$ cat src/rtl/spartan_pkg.sv
// spartan_pkg
//   Constants and helpers shared by the Spartan bus blocks (arbiter,
//   downsizer, upsizer).
//   - ST_IDLE / ST_LOCKED : arbiter FSM encodings
//   - idWidth(n)          : width of a master ID, max(1, clog2(n))
//   - lastBit(bwidth)     : index of the LAST flag in a bus word
package spartan_pkg;

    localparam logic [0:0] ST_IDLE   = 1'b0;
    localparam logic [0:0] ST_LOCKED = 1'b1;

    function automatic int unsigned idWidth(input int unsigned n);
        return (n <= 2) ? 1 : $clog2(n);
    endfunction

    function automatic int unsigned lastBit(input int unsigned bwidth);
        return bwidth + 1;
    endfunction

endpackage

$ cat src/rtl/spartan_id_fifo.sv
// spartan_id_fifo
//   Synchronous FIFO of master IDs, one entry per request packet still
//   waiting for its response.
//   CLK, RST : clock, synchronous active-high reset (empties the FIFO)
//   push     : write pushId
//   pushId   : ID to store
//   pop      : drop the head entry
//   full     : DEPTH entries held
//   empty    : no entries held
//   head     : oldest entry (valid when !empty)
module spartan_id_fifo #(
    parameter int unsigned ID_W  = 1,
    parameter int unsigned DEPTH = 4
) (
    input  logic            CLK,
    input  logic            RST,
    input  logic            push,
    input  logic [ID_W-1:0] pushId,
    input  logic            pop,
    output logic            full,
    output logic            empty,
    output logic [ID_W-1:0] head
);
    localparam int unsigned AW = $clog2(DEPTH);

    logic [ID_W-1:0] mem [DEPTH];
    logic [AW:0]     wrPtr;
    logic [AW:0]     rdPtr;
    logic            pushOk;
    logic            popOk;

    // Pointers carry one extra wrap bit to tell full from empty.
    assign empty  = (wrPtr == rdPtr);
    assign full   = (wrPtr[AW] != rdPtr[AW]) && (wrPtr[AW-1:0] == rdPtr[AW-1:0]);
    assign head   = mem[rdPtr[AW-1:0]];
    assign popOk  = pop && !empty;
    // A push while full is accepted when the head leaves on the same edge.
    assign pushOk = push && (!full || popOk);

    always_ff @(posedge CLK) begin
        if (RST) begin
            wrPtr <= '0;
            rdPtr <= '0;
        end else begin
            if (pushOk) wrPtr <= wrPtr + 1'b1;
            if (popOk)  rdPtr <= rdPtr + 1'b1;
        end
    end

    always_ff @(posedge CLK) begin
        if (pushOk) mem[wrPtr[AW-1:0]] <= pushId;
    end

endmodule

$ cat src/rtl/spartan_arbiter.sv
// spartan_arbiter
//   Packet-locked round-robin arbiter sharing one downstream Spartan port
//   among NUM_MASTERS masters; in-order responses are steered back to the
//   master that issued the matching request.
//   CLK, RST    : clock, synchronous active-high reset
//   SpMBUS_IN   : request words, master i at [i*(BWIDTH+2) +: BWIDTH+2]
//   SpMVLD_IN   : request valid per master
//   SpMRDY_IN   : request ready per master
//   SpMBUS_OUT  : request word to slave
//   SpMVLD_OUT  : request valid to slave
//   SpMRDY_OUT  : slave ready
//   SpSBUS_IN   : response word from slave
//   SpSVLD_IN   : response valid
//   SpSRDY_IN   : response ready to slave
//   SpSBUS_OUT  : response word, broadcast to all masters
//   SpSVLD_OUT  : response valid, one-hot to owning master
//   SpSRDY_OUT  : response ready per master
module spartan_arbiter
    import spartan_pkg::*;
#(
    parameter int unsigned BWIDTH      = 64,
    parameter int unsigned NUM_MASTERS = 2,
    parameter int unsigned FIFO_DEPTH  = 4
) (
    input  logic                            CLK,
    input  logic                            RST,
    input  logic [NUM_MASTERS*(BWIDTH+2)-1:0] SpMBUS_IN,
    input  logic [NUM_MASTERS-1:0]          SpMVLD_IN,
    output logic [NUM_MASTERS-1:0]          SpMRDY_IN,
    output logic [BWIDTH+1:0]               SpMBUS_OUT,
    output logic                            SpMVLD_OUT,
    input  logic                            SpMRDY_OUT,
    input  logic [BWIDTH+1:0]               SpSBUS_IN,
    input  logic                            SpSVLD_IN,
    output logic                            SpSRDY_IN,
    output logic [BWIDTH+1:0]               SpSBUS_OUT,
    output logic [NUM_MASTERS-1:0]          SpSVLD_OUT,
    input  logic [NUM_MASTERS-1:0]          SpSRDY_OUT
);
    localparam int unsigned WW   = BWIDTH + 2;
    localparam int unsigned LAST = lastBit(BWIDTH);
    localparam int unsigned ID_W = idWidth(NUM_MASTERS);

    logic [0:0]      state;
    logic [ID_W-1:0] grant;
    logic [ID_W-1:0] rrPtr;
    logic [ID_W-1:0] nextPtr;
    logic [ID_W-1:0] selId;
    logic [ID_W-1:0] cand;
    logic            selFound;
    logic [WW-1:0]   mBus [NUM_MASTERS];
    logic [WW-1:0]   grantBus;
    logic            grantVld;
    logic            locked;
    logic            reqLastXfer;
    logic            fifoFull;
    logic            fifoEmpty;
    logic            fifoPop;
    logic [ID_W-1:0] fifoHead;

    for (genvar g = 0; g < NUM_MASTERS; g++) begin : g_split
        assign mBus[g] = SpMBUS_IN[g*WW +: WW];
    end

    // First requester at or above rrPtr, wrapping around.
    always_comb begin
        selId    = '0;
        selFound = 1'b0;
        cand     = '0;
        for (int unsigned i = 0; i < NUM_MASTERS; i++) begin
            cand = ID_W'((32'(rrPtr) + i) % NUM_MASTERS);
            if (!selFound && SpMVLD_IN[cand]) begin
                selFound = 1'b1;
                selId    = cand;
            end
        end
    end

    assign locked      = (state == ST_LOCKED);
    assign grantBus    = mBus[grant];
    assign grantVld    = SpMVLD_IN[grant];
    assign reqLastXfer = locked && grantVld && SpMRDY_OUT && grantBus[LAST];
    assign nextPtr     = (grant == ID_W'(NUM_MASTERS - 1)) ? '0 : grant + ID_W'(1);

    assign SpMVLD_OUT  = locked && grantVld;
    assign SpMBUS_OUT  = locked ? grantBus : '0;

    always_comb begin
        SpMRDY_IN = '0;
        if (locked) SpMRDY_IN[grant] = SpMRDY_OUT;
    end

    always_ff @(posedge CLK) begin
        if (RST) begin
            state <= ST_IDLE;
            grant <= '0;
            rrPtr <= '0;
        end else if (state == ST_IDLE) begin
            // Full is checked only here, so a locked packet always has a slot.
            if (selFound && !fifoFull) begin
                grant <= selId;
                state <= ST_LOCKED;
            end
        end else if (reqLastXfer) begin
            rrPtr <= nextPtr;
            state <= ST_IDLE;
        end
    end

    // Response steering: head of the ID FIFO owns the response channel.
    assign SpSBUS_OUT = SpSBUS_IN;
    assign SpSRDY_IN  = !fifoEmpty && SpSRDY_OUT[fifoHead];
    assign fifoPop    = SpSVLD_IN && SpSRDY_IN && SpSBUS_IN[LAST];

    always_comb begin
        SpSVLD_OUT = '0;
        if (!fifoEmpty) SpSVLD_OUT[fifoHead] = SpSVLD_IN;
    end

    spartan_id_fifo #(
        .ID_W  (ID_W),
        .DEPTH (FIFO_DEPTH)
    ) u_idFifo (
        .CLK    (CLK),
        .RST    (RST),
        .push   (reqLastXfer),
        .pushId (grant),
        .pop    (fifoPop),
        .full   (fifoFull),
        .empty  (fifoEmpty),
        .head   (fifoHead)
    );

endmodule

$ cat config.mk
export PLATFORM = sky130hd
export DESIGN_NAME = spartan_arbiter
export DESIGN_NICKNAME = d
export VERILOG_FILES = /design/src/rtl/spartan_pkg.sv /design/src/rtl/spartan_id_fifo.sv /design/src/rtl/spartan_arbiter.sv
export SDC_FILE = /design/constraint.sdc
export NUM_CORES = 1
export LEC_CHECK = 0
export BUFFER_PORTS_ARGS = -buffer_cell sky130_fd_sc_hd__buf_2
export CORE_AREA = 2 2 134 136
export DETAILED_ROUTE_END_ITERATION = 8
export DIE_AREA = 0 0 136 138
export PLACE_DENSITY_LB_ADDON = 0.12
export SYNTH_ARGS = -nofsm -noshare
export SYNTH_HDL_FRONTEND = slang
export SYNTH_SLANG_ARGS = --single-unit
$ cat constraint.sdc
create_clock -name CLK -period 5.77 [get_ports CLK]
set_input_delay 1.154 -clock CLK [delete_from_list [all_inputs] [get_ports CLK]]
set_output_delay 1.154 -clock CLK [all_outputs]
set_load 0.01 [all_outputs]
==> key figures <==
Status
  – Status: complete, no violations

Min path
  – Destination of the worst hold path: u_idFifo.rdPtr[2]$_SDFFE_PP0N_
  – Min-delay src: u_idFifo.rdPtr[2]$_SDFFE_PP0N_
  – HP Class: reg -> reg
  – Hold-critical path depth: 2

Setup path
  – Cell family with most CP delay: buffers and inverters
  – Reg2reg path depth: 3
  – Crit path kind: reg -> out
  – Req. time, crit path: around 4.6 ns
  – CP Max Fanout: 39
  – Worst setup SP type: flip-flop
  – Worst reg-to-reg setup slack: between 3 and 4 ns
  – CP arrival: 2.13 ns
  – CP bufs+invs: 2
  – Worst path cell trace: buf_4 -> mux2i_1 -> nor2b_1 -> buf_2
  – CP max-delay cell: dfxtp_4
  – Worst r2r src: locked$_SDFF_PP0_
  – Critical Path Sink Type: output pin
  – RR Endpoint: u_idFifo.mem[0]$_DFFE_PP_
  – Critical path's largest stage delay: 0.72 ns

Clock network
  – CTS sink cnt: 15
  – Postcts setup bufs: 0
  – Htree depth: 1
  – Clock transition at path regs: about 0.05 ns
  – Root Driver: clkbuf_16
  – Hold buffer count at CTS: 0
  – Skew-Pair Late Insertion Delay: ~0.25 ns
  – Number of buffers created by CTS: 3
  – Cts repair resizes: 0
  – Clk buf depth: 2
  – CTS tree: yes

Power
  – P_sw: about 0.16 mW
  – Clock group share of total power: 29.3%
  – Combinational Power Share: between 40% and 50%
  – Pint: roughly 0.32 mW
  – Cell Pwr Density: about 140 mW/mm^2
  – Maximum VDD drop: just under 0.1 mV
  – Sw Ratio: between 30% and 40%
  – Pleak: roughly 1.7 nW
  – Sequential share of power: roughly 28%

Floorplanning
  – # rows: 49
  – Die ar.: 0.0188 mm^2
  – Core area: between 0.015 and 0.02 mm^2
  – Io pins: roughly 340
  – Chip Height: approximately 140 um
  – Initial core utilization: 14.9%
  – Die X: 136 um

Yosys
  – Cell count after synthesis: 320
  – Ys async rst share: 0%
  – Synth Register Bits: 15
  – EDFF count, synth: 4
  – Synth area leaders: mux2i_1, buf_4, nor2b_1
  – Syn Std Cell Area: 0.00262 mm^2
  – Synth top area share: a little over a quarter
  – Syn_nets: 531
  – Primary FF master, synth: dfxtp_1
  – Ys Warns: 0
  – Sequential share of the synthesized area: about an eighth
  – Yosys cell types: 38
  – Area leader, netlist: mux2i_1
  – Synth Area per Inst: 8.19 um^2

Final layout
  – Most frequent cells in the layout: buf_2, mux2i_1, nor2b_1, dfxtp_1
  – Synthesis-to-finish area growth: 33.3%
  – Final non-filler cell total: around 680
  – Commonest non-fill, non-tap cell in the layout: buf_2
  – Share of post-route cells with drive strength above 1: 50.7%
  – Layout fillers: 2,019
  – Area of the multi-input gates: ~0.0017 mm^2
  – Ant. Diodes: 0
  – FF+latch area: 345 um^2
  – Final Net Count: ~670

Timing
  – Slew margin rel.: between 20 and 30%
  – Crit path time final: between 3 and 4 ns
  – Unrepaired setup endpoints after global routing: false
  – Skew final: roughly 0.002 ns
  – Slew Viols, Final: 0
  – Worst Max-Slew Pin Slew: about 1.1 ns
  – Final count of hold timing violations: 0
  – Max frequency: roughly 0.30 GHz
  – Crit share post-route: 56.8%
  – Setup Viol. Count Final: 0
  – Setup_tns: 0 ns

Run
  – MaxCap Viol Count: 0

GRT
  – Tot GR Track Use: roughly 8.7%
  – Initial antenna violation count: 0
  – Global-route wire length before repair: around 13 mm
  – Total grt overflow: 0
  – Pin count of the biggest net entering global routing: 74
  – Vias in the first global route: around 2,700

Routing
  – Via density: around 3.9
  – Overall routed net length: about 8.7 mm
  – Antenna-violating nets left: 0
  – DR pass1 iterations: 4
  – DRC errors left: 0
  – Avg WL per Cell: ~13 um
  – Via count: ~2,600
  – Initial DRC Count: 72

Placed design
  – DPL Wire Length: between 7 and 8 mm
  – PortBufs: between 200 and 250
  – GPL Wtd Cong: 0.708
  – Cells after DPL: between 600 and 700
per-layer routing:
layer	vias up	track usage, %	routed length [um]
met3	6	3.30	821
met4	0	0.932	53
met2	146	16.9	4570
met1	1184	8.93	3250
met5	-	0	0
li1	1299	-	-
cells by family (layout without fill, tap and decap cells):
kind of cell,after synthesis,in the layout,share of synthesized area [%]
fa+ha+maj,5,5,2.39
buf+inv,89,223,22.5
simple gates,116,116,27.1
xor+xnor,3,3,1.00
flops,15,15,13.0
mux,77,77,30.2
compound gates,15,15,3.72
synthesized netlist by cell type (3+ instances only):
cell      count
a21oi_1       3
a31oi_1       5
and2_1        3
and3_1        7
buf_1         4
buf_4        66
clkbuf_1     12
dfxtp_1      11
edfxtp_1      4
ha_1          5
inv_1         5
mux2_2        7
mux2i_1      69
nand2_1       4
nand2b_1      3
nand3_1       6
nand4_1       6
nor2_1        5
nor2b_1      68
or3_1         3
power groups by stage:
| stage | sequential [mW] | clock, mW | combinational [mW] |
|---|---|---|---|
| finish | 0.133 | 0.140 | 0.204 |
| global route | 0.137 | 0.149 | 0.226 |
| CTS | 0.135 | 0.143 | 0.208 |
| detailed placement | 0.137 | 0 | 0.207 |
| global placement | 0.137 | 0 | 0.207 |
| floorplan | 0.115 | 0 | 0.172 |
stage by stage:
stage | setup slack, ns | total power, mW | util (%) | instance area [um^2] | hold WS [ns]
detailed placement | 2.65 | 0.343 | 19.5 | 3410 | 0.504
floorplan | 2.98 | 0.287 | - | 2620 | 0.458
finish | 2.49 | 0.477 | 19.9 | 3490 | 0.508
CTS | 2.41 | 0.485 | 19.9 | 3490 | 0.514
global placement | 2.67 | 0.344 | 19.5 | 3410 | 0.503
global route | 2.30 | 0.512 | 19.9 | 3490 | 0.538
tightest hold or removal path, stage by stage (launching register included):
cell,delay (ns)
dfxtp_1,0.33
o31ai_1,0.07
a21oi_1,0.06
area by class of cell:
type	count	share of cell area, %
clock buffer	3	2.15
clock inverter	1	0.143
inverter	5	0.537
multi-input combinational	216	48.4
sequential	15	9.89
tap	229	8.20
timing repair buffer	214	30.7
how the worst max path moves through the flow:
stage	startpoint	end	depth (start not counted)
3_5_place_dp	SpSRDY_OUT[1]	SpSRDY_IN	4
2_1_floorplan	SpMVLD_IN[1]	SpMVLD_OUT	2
4_1_cts	grant$_SDFFE_PP0P_	SpMBUS_OUT[19]	4
3_3_place_gp	SpSRDY_OUT[1]	SpSRDY_IN	4
5_1_grt	locked$_SDFF_PP0_	SpMRDY_IN[0]	3
6_report	grant$_SDFFE_PP0P_	SpMBUS_OUT[19]	4
(Power assumes the default switching activity.)
